==> config.mk <==
export PLATFORM = sky130hd
export DESIGN_NAME = pc_fetch_unit
export DESIGN_NICKNAME = d
export VERILOG_FILES = /design/src/rtl/fetch_pkg.sv /design/src/rtl/fetch_timeout_ctr.sv /design/src/rtl/pc_fetch_unit.sv
export SDC_FILE = /design/constraint.sdc
export NUM_CORES = 1
export LEC_CHECK = 0
export CAP_MARGIN = 20
export CORE_MARGIN = 5
export CORE_UTILIZATION = 42
export DETAILED_ROUTE_END_ITERATION = 8
export PLACE_DENSITY = 0.93
export SETUP_SLACK_MARGIN = 0.05
export SLEW_MARGIN = 20
export SYNTH_ARGS = -nofsm -noshare
export SYNTH_HDL_FRONTEND = slang
export SYNTH_SLANG_ARGS = --single-unit
==> constraint.sdc <==
create_clock -name clk -period 1.8 [get_ports clk]
set_input_delay 0.27 -clock clk [delete_from_list [all_inputs] [get_ports clk]]
set_output_delay 0.27 -clock clk [all_outputs]
set_load 0.05 [all_outputs]
==> src/rtl/fetch_pkg.sv <==
// Shared types and constants for the PC/fetch sequencer: FSM encoding, PC increment,
// default reset vector and a word-alignment helper.
package fetch_pkg;

    typedef logic [1:0] fetch_state_t;

    localparam fetch_state_t S_IDLE  = 2'd0;
    localparam fetch_state_t S_REQ   = 2'd1;
    localparam fetch_state_t S_VALID = 2'd2;

    localparam logic [31:0] PC_INCR          = 32'd4;
    localparam logic [31:0] DEFAULT_RESET_PC = 32'h0000_0000;

    function automatic logic [31:0] word_align(input logic [31:0] addr);
        return {addr[31:2], 2'b00};
    endfunction

endpackage

==> src/rtl/fetch_timeout_ctr.sv <==
// Counts cycles spent waiting for an instruction-memory ack; expire_o is a combinational
// one-cycle pulse on the TIMEOUT-th consecutive enabled cycle, after which the count restarts.
module fetch_timeout_ctr #(
    parameter int unsigned TIMEOUT = 16
) (
    input  logic clk,
    input  logic rst,
    input  logic clear_i,
    input  logic enable_i,
    output logic expire_o
);

    localparam int unsigned CNT_W = (TIMEOUT > 1) ? $clog2(TIMEOUT) : 1;
    localparam logic [CNT_W-1:0] CNT_LAST = CNT_W'(TIMEOUT - 1);

    logic [CNT_W-1:0] cnt_q;
    logic [CNT_W-1:0] cnt_d;

    assign expire_o = enable_i && (cnt_q == CNT_LAST);

    always_comb begin
        cnt_d = cnt_q;
        if (clear_i || expire_o) begin
            cnt_d = '0;
        end else if (enable_i) begin
            cnt_d = cnt_q + 1'b1;
        end
    end

    always_ff @(posedge clk) begin
        if (rst) begin
            cnt_q <= '0;
        end else begin
            cnt_q <= cnt_d;
        end
    end

endmodule

==> src/rtl/pc_fetch_unit.sv <==
// Program counter and instruction-fetch sequencer feeding decode over valid/ready.
// Optional build macro FETCH_ALIGN_CHECK_EN: force word-aligned PC loads and flag misaligned targets.
module pc_fetch_unit
    import fetch_pkg::*;
#(
    parameter logic [31:0] RESET_PC = DEFAULT_RESET_PC,
    parameter int unsigned TIMEOUT  = 16
) (
    input  logic        clk,
    input  logic        rst,
    input  logic [31:0] next_pc,
    input  logic        stall,
    input  logic        flush,
    output logic        imem_req,
    output logic [31:0] imem_addr,
    input  logic        imem_ack,
    input  logic [31:0] imem_rdata,
    output logic [31:0] pc_out,
    output logic [31:0] pc_plus4,
    output logic [31:0] instr_out,
    output logic        instr_valid,
    input  logic        instr_ready,
    output logic        fetch_err,
    output logic        align_err
);

    fetch_state_t state_q, state_d;
    logic [31:0]  pc_q, pc_d;
    logic [31:0]  pc_out_q, pc_out_d;
    logic [31:0]  instr_q, instr_d;
    logic         valid_q, valid_d;
    logic         drop_q, drop_d;
    logic         load_pc;
    logic [31:0]  load_val;
    logic         tmo_clear;
    logic         tmo_enable;

    assign imem_req    = (state_q == S_REQ);
    assign imem_addr   = pc_q;
    assign pc_plus4    = pc_q + PC_INCR;
    assign pc_out      = pc_out_q;
    assign instr_out   = instr_q;
    assign instr_valid = valid_q;

    // The counter only runs while a request is outstanding and unanswered.
    assign tmo_enable = (state_q == S_REQ) && !imem_ack;
    assign tmo_clear  = (state_q != S_REQ) || imem_ack;

    fetch_timeout_ctr #(
        .TIMEOUT (TIMEOUT)
    ) u_timeout (
        .clk      (clk),
        .rst      (rst),
        .clear_i  (tmo_clear),
        .enable_i (tmo_enable),
        .expire_o (fetch_err)
    );

`ifdef FETCH_ALIGN_CHECK_EN
    logic align_err_q, align_err_d;

    assign load_val  = word_align(next_pc);
    assign align_err = align_err_q;

    always_comb begin
        align_err_d = align_err_q;
        if (load_pc && (next_pc[1:0] != 2'b00)) begin
            align_err_d = 1'b1;
        end
    end

    always_ff @(posedge clk) begin
        if (rst) begin
            align_err_q <= 1'b0;
        end else begin
            align_err_q <= align_err_d;
        end
    end
`else
    assign load_val  = next_pc;
    assign align_err = 1'b0;
`endif

    always_comb begin
        state_d  = state_q;
        pc_out_d = pc_out_q;
        instr_d  = instr_q;
        valid_d  = valid_q;
        drop_d   = drop_q;
        load_pc  = 1'b0;
        case (state_q)
            S_IDLE: begin
                state_d = S_REQ;
            end
            S_REQ: begin
                // An issued request is never withdrawn; a flush only marks its word for discard.
                if (imem_ack) begin
                    if (drop_q || flush) begin
                        drop_d  = 1'b0;
                        load_pc = 1'b1;
                    end else begin
                        instr_d  = imem_rdata;
                        pc_out_d = pc_q;
                        valid_d  = 1'b1;
                        state_d  = S_VALID;
                    end
                end else if (flush) begin
                    drop_d = 1'b1;
                end
            end
            S_VALID: begin
                if (flush || (instr_ready && !stall)) begin
                    valid_d = 1'b0;
                    load_pc = 1'b1;
                    state_d = S_REQ;
                end
            end
            default: begin
                state_d = S_IDLE;
            end
        endcase
        pc_d = load_pc ? load_val : pc_q;
    end

    always_ff @(posedge clk) begin
        if (rst) begin
            state_q  <= S_IDLE;
            pc_q     <= RESET_PC;
            pc_out_q <= RESET_PC;
            instr_q  <= 32'h0;
            valid_q  <= 1'b0;
            drop_q   <= 1'b0;
        end else begin
            state_q  <= state_d;
            pc_q     <= pc_d;
            pc_out_q <= pc_out_d;
            instr_q  <= instr_d;
            valid_q  <= valid_d;
            drop_q   <= drop_d;
        end
    end

endmodule

==> out/metrics.yaml, run 1 <==
logic_synthesis:
  synth-edff-count: 0
  yosysWarningCount: 0
  post-synth-top-area-fraction_pct: 46.72
  seq_area_frac_synth_pct: 46.72
  avgSynthCellArea_um2: 8.089
  synthCells: 551
  synth_area_leader_cell: "dfxtp_1"
  synth_nets: 626
  netlist_top_cells_area: "dfxtp_1 47%, nand2_1 17%, a21oi_1 7.5%, mux2i_1 7.2%, xnor2_1 4.9%"
  netlist-cell-type-count: 38
  synthArstFlopShare_pct: 0
  synth-main-ff-cell: "dfxtp_1"
  netlist_area_um2: 4457
  ys_ff_latch: 104
placement:
  place_congestion: 0.8101
  hpwl_mm: 12.08
  dp.cells: 897
  port_buffers: 200
clocking:
  htreeDepth: 3
  cts_tree: "yes"
  cts_root_buffer: "clkbuf_8"
  clock_latency_ns: 0.37
  clk_path_buf_depth: 2
  clkTransAtPathRegs_ns: 0.10
  postCtsHoldBufs: 0
  cts_sinks: 104
  cts_buffers: 9
routing:
  vias: 4903
  drt-met1-wl_mm: 6.224
  drt_iter0_drc: 237
  wirelength_mm: 17.06
  wire_per_inst_um: 18.23
  drc_errors: 0
  vias_per_cell: 5.238
  routed-wl-met2_mm: 9.049
  postRouteAntennaNets: 0
  wl_met3_mm: 1.269
  dr.pass1.iters: 4
  top_layer: "met4"
timing:
  setup_viol: 24
  clock_skew_ns: 0.009835
  worst_pin_slew_ns: 0.5233
  slew_violations: 0
  rsz0062_at_grt: "yes"
  finalWorstSetupSlack_ns: -0.5844
  timing.hold.ws_ns: 0.2999
  min_period_over_period_pct: 132.5
  period_needed_ns: 2.384
  hold_violations: 0
  slew_headroom_pct: 65.25
  fin_setup_tns_ns: -9.854
  fmax_ghz: 0.4194
global_routing:
  grt_usage_pct: 25.15
  grt-ovfl-total: 0
  grt_pass1_vias: 5123
  grt_antenna_before_repair: 0
  grt_max_degree: 53
  grt_first_pass_wirelength_mm: 25.76
critical_path:
  r2r-end: "imem_addr[21]$_SDFFE_PP0P_"
  crit_path_max_fanout: 2
  reg2reg_depth: 6
  arrival_ns: 2.11
  cp-start-kind: "register"
  regToRegStartpoint: "state_q[0]$_SDFFE_PP0P_"
  regToRegSetupSlack_ns: 0.12
  cp-end-kind: "primary output"
  worstPathRequired_ns: 1.53
  startpoint: "imem_addr[18]$_SDFFE_PP0P_"
  crit_type: "register to primary output"
hold_path:
  min_to: "state_q[1]$_SDFFE_PP0P_"
  hp-class: "input pin to register"
  min-delay-start: "rst"
  holdPathStages: 3
floorplan:
  die_w_um: 113.0
  std_cell_rows: 37
  die_y_um: 113.0
  initial_core_util_pct: 43.17
  die-area_um2: 12770
  coreArea_um2: 10320
  pin_count: 202
flow_run:
  drv_cap: 0
pwr:
  p_per_area_nw_per_um2: 597.6
  power.switching_mw: 1.577
  internal_power_mw: 3.360
  leakage_nw: 3.508
  combPwrFrac_pct: 23.3
  clkPwrFrac_pct: 28.0
  seqPwrFrac_pct: 48.7
  swShare_pct: 31.95
  irDropWorstVdd_v: 0.0005509
finish:
  area_growth_pct: 85.40
  stdcell_count: 936
  finish.net_count: 870
  drive_above_1_share_pct: 32.50
  num_antenna_cells: 0
  fill_cells: 623
outcome:
  failed_checks: "setup timing"
  status: "complete, but fails checks"
metal layers:
metal / track usage (%) / vias up
met4: 9.455 / 0
li1: - / 2292
met1: 26.24 / 2353
met3: 7.861 / 47
met5: 0 / -
met2: 46.92 / 211
cell usage in the layout (no fill, tap or decap), types with 3 or more instances in the layout:
cell / n
a21oi_1: 67
and3_1: 4
buf_12: 36
buf_4: 87
buf_6: 14
clkbuf_8: 9
clkdlybuf4s50_1: 68
clkinv_4: 3
dfxtp_1: 75
dfxtp_2: 11
dfxtp_4: 18
dlygate4sd2_1: 61
inv_1: 4
inv_2: 3
mux2i_1: 31
nand2_1: 195
nand2_2: 5
nand3_1: 3
nand3_2: 4
nand3_4: 8
nand4_1: 8
nor2_1: 7
nor2_4: 5
nor4_4: 3
xnor2_2: 3
xnor2_4: 20
xor2_4: 3
Yosys cell counts, types with 2 or more instances:
cell      count
a21oi_1      67
nand4_1       8
xnor2_1      25
and4_1        3
and3_1        5
nand2_1     202
nor2_1       14
buf_2         8
inv_1         7
ha_1          5
a211oi_1      2
nand3_1      15
xor2_1        5
buf_4         6
clkbuf_1     21
dfxtp_1     104
mux2i_1      32
nor4_2        2
area by class of cell:
cell class	count	area, um2	area share [%]
clock buffers	10	127.6	1.545
clock inverters	6	52.55	0.6360
inverters	7	26.28	0.3180
multi-input cells	403	2917	35.30
flip-flops and latches	104	2163	26.18
well taps	136	170.2	2.059
repair buffers	270	2806	33.96
stage by stage:
stage / instance area, um2 / setup slack (ns) / util (%) / total power [mW]
5_1_grt: 8263 / -0.6387 / 80.04 / 5.138
3_3_place_gp: 7710 / -0.1380 / 74.68 / 3.547
2_1_floorplan: 5107 / -0.3968 / - / 3.080
3_5_place_dp: 7710 / -0.1707 / 74.68 / 3.587
4_1_cts: 8028 / -0.5366 / 77.76 / 4.940
6_report: 8263 / -0.5844 / 80.04 / 4.938
worst max path at each step:
stage                              end  depth (start not counted)
after floorplan           pc_plus4[30]                          5
after global placement    pc_plus4[30]                          7
after detailed placement  pc_plus4[30]                          7
after CTS                 pc_plus4[30]                          6
after global routing      pc_plus4[27]                          5
final                     pc_plus4[27]                          5
power by group through the flow:
stage / registers, mW / logic, mW / clock network, mW
5_1_grt: 2.41 / 1.21 / 1.52
6_report: 2.40 / 1.15 / 1.38
2_1_floorplan: 2.67 / 0.414 / 0
3_3_place_gp: 2.44 / 1.10 / 0
4_1_cts: 2.40 / 1.12 / 1.42
3_5_place_dp: 2.45 / 1.14 / 0
cells by family (layout without fill, tap and decap cells):
kind of cell / after synthesis / in the layout / share of synthesized area, %
and+or+nand+nor: 259 / 259 / 25.13
buffers and inverters: 44 / 293 / 4.464
adders and majority gates: 5 / 5 / 1.404
DFF: 104 / 104 / 46.72
xor gates and xnor gates: 30 / 30 / 5.896
muxes: 32 / 32 / 7.187
AOI/OAI and AO/OA: 76 / 76 / 9.124
other: 1 / 1 / 0.08414
timing repair:
item,4_1_cts,5_1_grt
setup buffers,12,13
endpoints found under the hold margin,0,0
cloned,0,1
pin swaps,29,23
setup endpoints to repair,89,34
resized for setup,86,32
registers in the layout (all words and copies together), names as in the netlist:
register / flops
drop_q: 1
imem_addr: 32
instr_out: 32
instr_valid: 1
pc_out: 32
state_q: 2
u_timeout.cnt_q: 4
critical path: stages, from the launching register on:
cell,delay (ns)
dfxtp_4,0.36
nand4_1,0.22
nor4_4,0.42
nand4_1,0.30
xnor2_4,0.27
buf_12,0.16
No activity file was read; power rests on OpenSTA's default activity.
==> inputs of run 2 (changes only) <==
CORE_UTILIZATION = 41   (was 42)
MAX_ROUTING_LAYER = met4   (was unset)
PLACE_DENSITY = 0.92   (was 0.93)
SYNTH_HIERARCHICAL = 1   (was unset)
==> run 2 against run 1 <==
  * The flow still finishes with violations (setup timing)
  * Area after synthesis is 3.1% lower
  * Total power is 3.6% higher
  * Sequential cell count stayed put
  * Critical path type unchanged
  * Largest power group unchanged
  * Highest routed layer unchanged
==> out/metrics.yaml, run 2 <==
routing:
  drt_iter0_drc: 284
  wire_per_inst_um: 19.00
  vias: 4792
  wirelength_mm: 17.45
  postRouteAntennaNets: 0
  drc_errors: 0
  vias_per_cell: 5.220
  dr.pass1.iters: 5
critical_path:
  arrival_ns: 2.14
  cp-start-kind: "register"
  crit_type: "register to primary output"
  worstPathRequired_ns: 1.53
  crit_path_max_fanout: 5
  cp-end-kind: "primary output"
clocking:
  cts_sinks: 104
  clock_latency_ns: 0.37
  postCtsHoldBufs: 0
  cts_buffers: 9
  clkTransAtPathRegs_ns: 0.12
  cts_tree: "yes"
  htreeDepth: 3
  cts_root_buffer: "clkbuf_8"
  clk_path_buf_depth: 2
finish:
  area_growth_pct: 95.51
  mostFrequentLayoutCell: "nand2_1"
  stdcell_count: 918
  finish.net_count: 852
  drive_above_1_share_pct: 36.32
  final_cell_mix: "133 x nand2_1, 97 x buf_4, 75 x dfxtp_1"
  num_antenna_cells: 0
global_routing:
  grt_pass1_vias: 4959
  grt_max_degree: 54
  grt_usage_pct: 26.43
  grt_antenna_before_repair: 0
  grt-ovfl-total: 0
  grt_first_pass_wirelength_mm: 26.07
logic_synthesis:
  synth_nets: 587
  synth-main-ff-cell: "dfxtp_1"
  synth_area_leader_cell: "dfxtp_1"
  synth-edff-count: 0
  avgSynthCellArea_um2: 8.438
  netlist_area_um2: 4320
  seq_area_frac_synth_pct: 48.19
  ys_ff_latch: 104
  netlist-cell-type-count: 36
  ys_top_cells_by_count: "140 x nand2_1, 104 x dfxtp_1, 66 x a21oi_1"
  yosys.cell_count.top_type: "nand2_1"
  synthCells: 512
  synthArstFlopShare_pct: 0
  yosysWarningCount: 6
  post-synth-top-area-fraction_pct: 48.19
  netlist_top_cells_area: "dfxtp_1 48%, nand2_1 12%, a21oi_1 7.6%, mux2i_1 7.6%, xnor2_1 4.1%"
timing:
  slew_violations: 0
  finalWorstSetupSlack_ns: -0.6061
  worst_pin_slew_ns: 0.5915
  period_needed_ns: 2.406
  slew_headroom_pct: 60.57
  timing.hold.ws_ns: 0.3779
  min_period_over_period_pct: 133.7
  setup_viol: 26
  rsz0062_at_grt: "yes"
  hold_violations: 0
  clock_skew_ns: 0.01555
  fin_setup_tns_ns: -10.61
  fmax_ghz: 0.4156
floorplan:
  die-area_um2: 12690
  die_y_um: 112.7
  coreArea_um2: 10320
  die_w_um: 112.7
  std_cell_rows: 37
  pin_count: 202
  initial_core_util_pct: 41.85
outcome:
  status: "complete, but fails checks"
  failed_checks: "setup timing"
pwr:
  p_per_area_nw_per_um2: 605.5
  leakage_nw: 3.552
  irDropWorstVdd_v: 0.0005355
placement:
  hpwl_mm: 11.63
  place_congestion: 0.8370
  dp.cells: 868
  port_buffers: 200
  place_ws_ns: -0.1990
hold_path:
  hp-class: "input pin to register"
flow_run:
  drv_cap: 0
run 2: cell count changes after synthesis, sizes merged, moves of 2 or more:
cell	previous run	this run
clkbuf	22	17
nor4	3	0
nand2	202	140
xnor2	25	20
nand3	15	11
xor2	5	11
nor3	1	5
nand4	10	8
nor2	14	46
run 2: critical path: stages (launching register included):
cell and delay [ns]:
dfxtp_4 0.38, nand4_1 0.20, and4bb_1 0.34, buf_6 0.14, nand3_4 0.10, buf_4 0.17
nor2_4 0.12, xor2_4 0.17, buf_12 0.15
run 2: cells by family after synthesis:
logic type      synth area share [%]
simple gates                   23.14
flops                          48.19
compound gates                 8.804
buf+inv                        4.402
mux                            7.646
xor+xnor                       6.284
fa+ha+maj                      1.448
other cells                  0.08680
run 2: report_power, final:
| part | leakage [nW] | switching [mW] | internal (mW) |
|---|---|---|---|
| combinational | 2.59 | 0.694 | 0.539 |
| sequential | 0.860 | 0.0466 | 2.35 |
| clock | 0.104 | 0.921 | 0.567 |
run 2: per-layer routing:
layer / vias to the layer above / global-route usage [%] / part of all wire [%]
met4: 0 / 7.933 / 3.1
li1: 2212 / - / -
met3: 45 / 5.768 / 7.2
met1: 2303 / 28.64 / 35
met2: 232 / 48.06 / 54
met5: - / - / 0
run 2: per-stage QoR:
stage	total power [mW]	util [%]	cell area, um2
6_report	5.115	81.82	8447
2_1_floorplan	3.063	-	4917
4_1_cts	5.091	79.91	8249
3_5_place_dp	3.558	73.15	7552
3_3_place_gp	3.522	73.15	7552
5_1_grt	5.310	81.82	8447
run 2: layout make-up:
cell class	instances	area, um2
inverters	6	22.52
fillers	570	1877
flip-flops and latches	104	2166
multi-input cells	370	2869
well taps	136	170.2
repair buffers	286	3014
clock buffers	9	123.9
clock inverters	7	81.33
run 2: what timing repair did:
item | 4_1_cts | 5_1_grt
setup buffers | 26 | 13
endpoints found under the hold margin | 0 | 0
resized for setup | 118 | 28
gates cloned | 3 | 2
pin swaps | 32 | 31
endpoints found under the setup margin | 138 | 57
run 2: worst paths after layout:
| check | start | to | slack, ns | cells past startpoint |
|---|---|---|---|---|
| worst max-delay path | imem_addr[10]$_SDFFE_PP0P_ | pc_plus4[27] | -0.61 | 8 |
| worst min-delay path | rst | imem_addr[31]$_SDFFE_PP0P_ | 0.38 | 2 |
| worst max register to register | state_q[1]$_SDFFE_PP0P_ | imem_addr[30]$_SDFFE_PP0P_ | 0 | 9 |
| worst min register to register | instr_out[14]$_SDFFE_PP0P_ | instr_out[14]$_SDFFE_PP0P_ | 0.46 | 2 |
==> inputs of run 3 (changes only) <==
clock period = 2.28 ns   (was 1.8 ns; I/O delays follow)
==> run 3 against run 2 <==
  * The run still ends with setup timing left
  * Core utilization down 7.7 points
  * Sequential power down 21%
  * Combinational power down 30%
  * Sequential share of layout area up 2.4 points
  * Die area unchanged
  * Clock skew down 0.0024 ns
  * Worst setup slack better by 0.58 ns
  * Hold slack better by 0.070 ns
  * Via count down 6.3%
  * Critical path depth down 2
==> out/metrics.yaml, run 3 (same netlist as run 2, synthesis figures left out) <==
outcome:
  status: "complete, but fails checks"
  failed_checks: "setup timing"
pwr:
  p_total_mw: 3.897
  irDropWorstVdd_v: 0.0003426
  leakage_nw: 2.822
  p_per_area_nw_per_um2: 509.2
finish:
  final_cell_mix: "169 x clkdlybuf4s50_1, 136 x nand2_1, 82 x dfxtp_1"
  fill_cells: 680
  stdcell_count: 876
  area_growth_pct: 77.15
  finish.net_count: 810
  drive_above_1_share_pct: 22.57
  mostFrequentLayoutCell: "clkdlybuf4s50_1"
  num_antenna_cells: 0
timing:
  fin_setup_tns_ns: -0.02598
  worst_pin_slew_ns: 0.5660
  setup_viol: 1
  rsz0062_at_grt: "yes"
  slew_violations: 0
  min_period_over_period_pct: 101.1
  hold_violations: 0
  slew_headroom_pct: 62.27
  clock_skew_ns: 0.01312
  finalWorstSetupSlack_ns: -0.02598
  period_needed_ns: 2.306
  fmax_ghz: 0.4337
clocking:
  clkTransAtPathRegs_ns: 0.11
  cts_tree: "yes"
  clk_path_buf_depth: 2
  cts_buffers: 9
  htreeDepth: 3
  cts_sinks: 104
  postCtsHoldBufs: 0
  cts_root_buffer: "clkbuf_8"
  clock_latency_ns: 0.37
critical_path:
  cp_num_buf_inv: 1
  slowest_stage: "dfxtp_4"
  cp-end-kind: "primary output"
  cp-start-kind: "register"
  cp_top_family: "simple AND/OR/NAND/NOR gates"
  path_cells: "and3_4 -> and4bb_2 -> nand3_4 -> nor3_4 -> xor2_4 -> buf_12"
  crit_type: "register to primary output"
  cp_slowest_stage_delay_ns: 0.36
  crit_path_max_fanout: 6
  worstPathRequired_ns: 1.94
  arrival_ns: 1.96
floorplan:
  std_cell_rows: 37
  die_w_um: 112.7
  coreArea_um2: 10320
  pin_count: 202
  die_y_um: 112.7
  die-area_um2: 12690
  initial_core_util_pct: 41.85
hold_path:
  hp-class: "input pin to register"
global_routing:
  use_met1_pct: 25.82
  grt_use_met2_pct: 42.02
  grt_usage_pct: 23.80
  busiest_layer: "met2"
  grt_first_pass_wirelength_mm: 23.84
  grt-ovfl-total: 0
  grt_pass1_vias: 4673
  grt_antenna_before_repair: 0
  use_met3_pct: 6.038
  grt_max_degree: 65
routing:
  wire_per_inst_um: 17.82
  wirelength_mm: 15.61
  postRouteAntennaNets: 0
  vias_per_cell: 5.123
  vias: 4488
  drc_errors: 0
  drt_iter0_drc: 257
  dr.pass1.iters: 4
placement:
  port_buffers: 200
  hpwl_mm: 11.13
  dp.cells: 838
  place_congestion: 0.8581
flow_run:
  drv_cap: 0
## run 3: power by group
group	total, mW	internal [mW]	switching (mW)
clock network	1.14	0.432	0.710
registers	1.90	1.86	0.0423
logic	0.856	0.364	0.492
## run 3: layout make-up
class                           instances  area [um2]  share of cell area [%]
Clock buffer                            9       123.9                   1.618
Timing Repair Buffer                  244        2658                   34.72
Sequential cell                       104        2145                   28.02
Tap cell                              136       170.2                   2.223
Multi-Input combinational cell        370        2457                   32.11
Clock inverter                          7       77.57                   1.014
Inverter                                6       22.52                  0.2943
## run 3: final timing paths
kind | start | to | slack [ns] | cells after the start
setup / recovery | imem_addr[8]$_SDFFE_PP0P_ | pc_plus4[31] | -0.03 | 6
hold / removal | rst | imem_addr[25]$_SDFFE_PP0P_ | 0.45 | 2
hold reg to reg | pc_out[23]$_SDFFE_PP0P_ | pc_out[23]$_SDFFE_PP0P_ | 0.46 | 2
setup reg to reg | state_q[1]$_SDFFE_PP0P_ | imem_addr[29]$_SDFFE_PP0P_ | 0.33 | 8
## run 3: through the flow
stage | setup WS [ns] | hold slack, ns | util (%) | instance area, um2
floorplan | 0.006735 | 0.4188 | - | 4609
global placement | 0.2054 | 0.4413 | 68.72 | 7094
detailed placement | 0.1334 | 0.4494 | 68.72 | 7094
CTS | -0.06017 | 0.4345 | 72.91 | 7527
global route | -0.1002 | 0.4438 | 74.14 | 7654
finish | -0.02598 | 0.4481 | 74.14 | 7654
## run 3: routing by layer
layer  up-vias  wire, um
met2       156      8253
met3        29       946
met5         -         0
met1      2179      6056
li1       2124         -
met4         0       351
## run 3: what timing repair did
action                                  CTS  global route
setup buffers                            19             2
gates cloned                              0             1
resized for setup                        32            26
endpoints found under the setup margin   22            21
pin swaps                                14            18
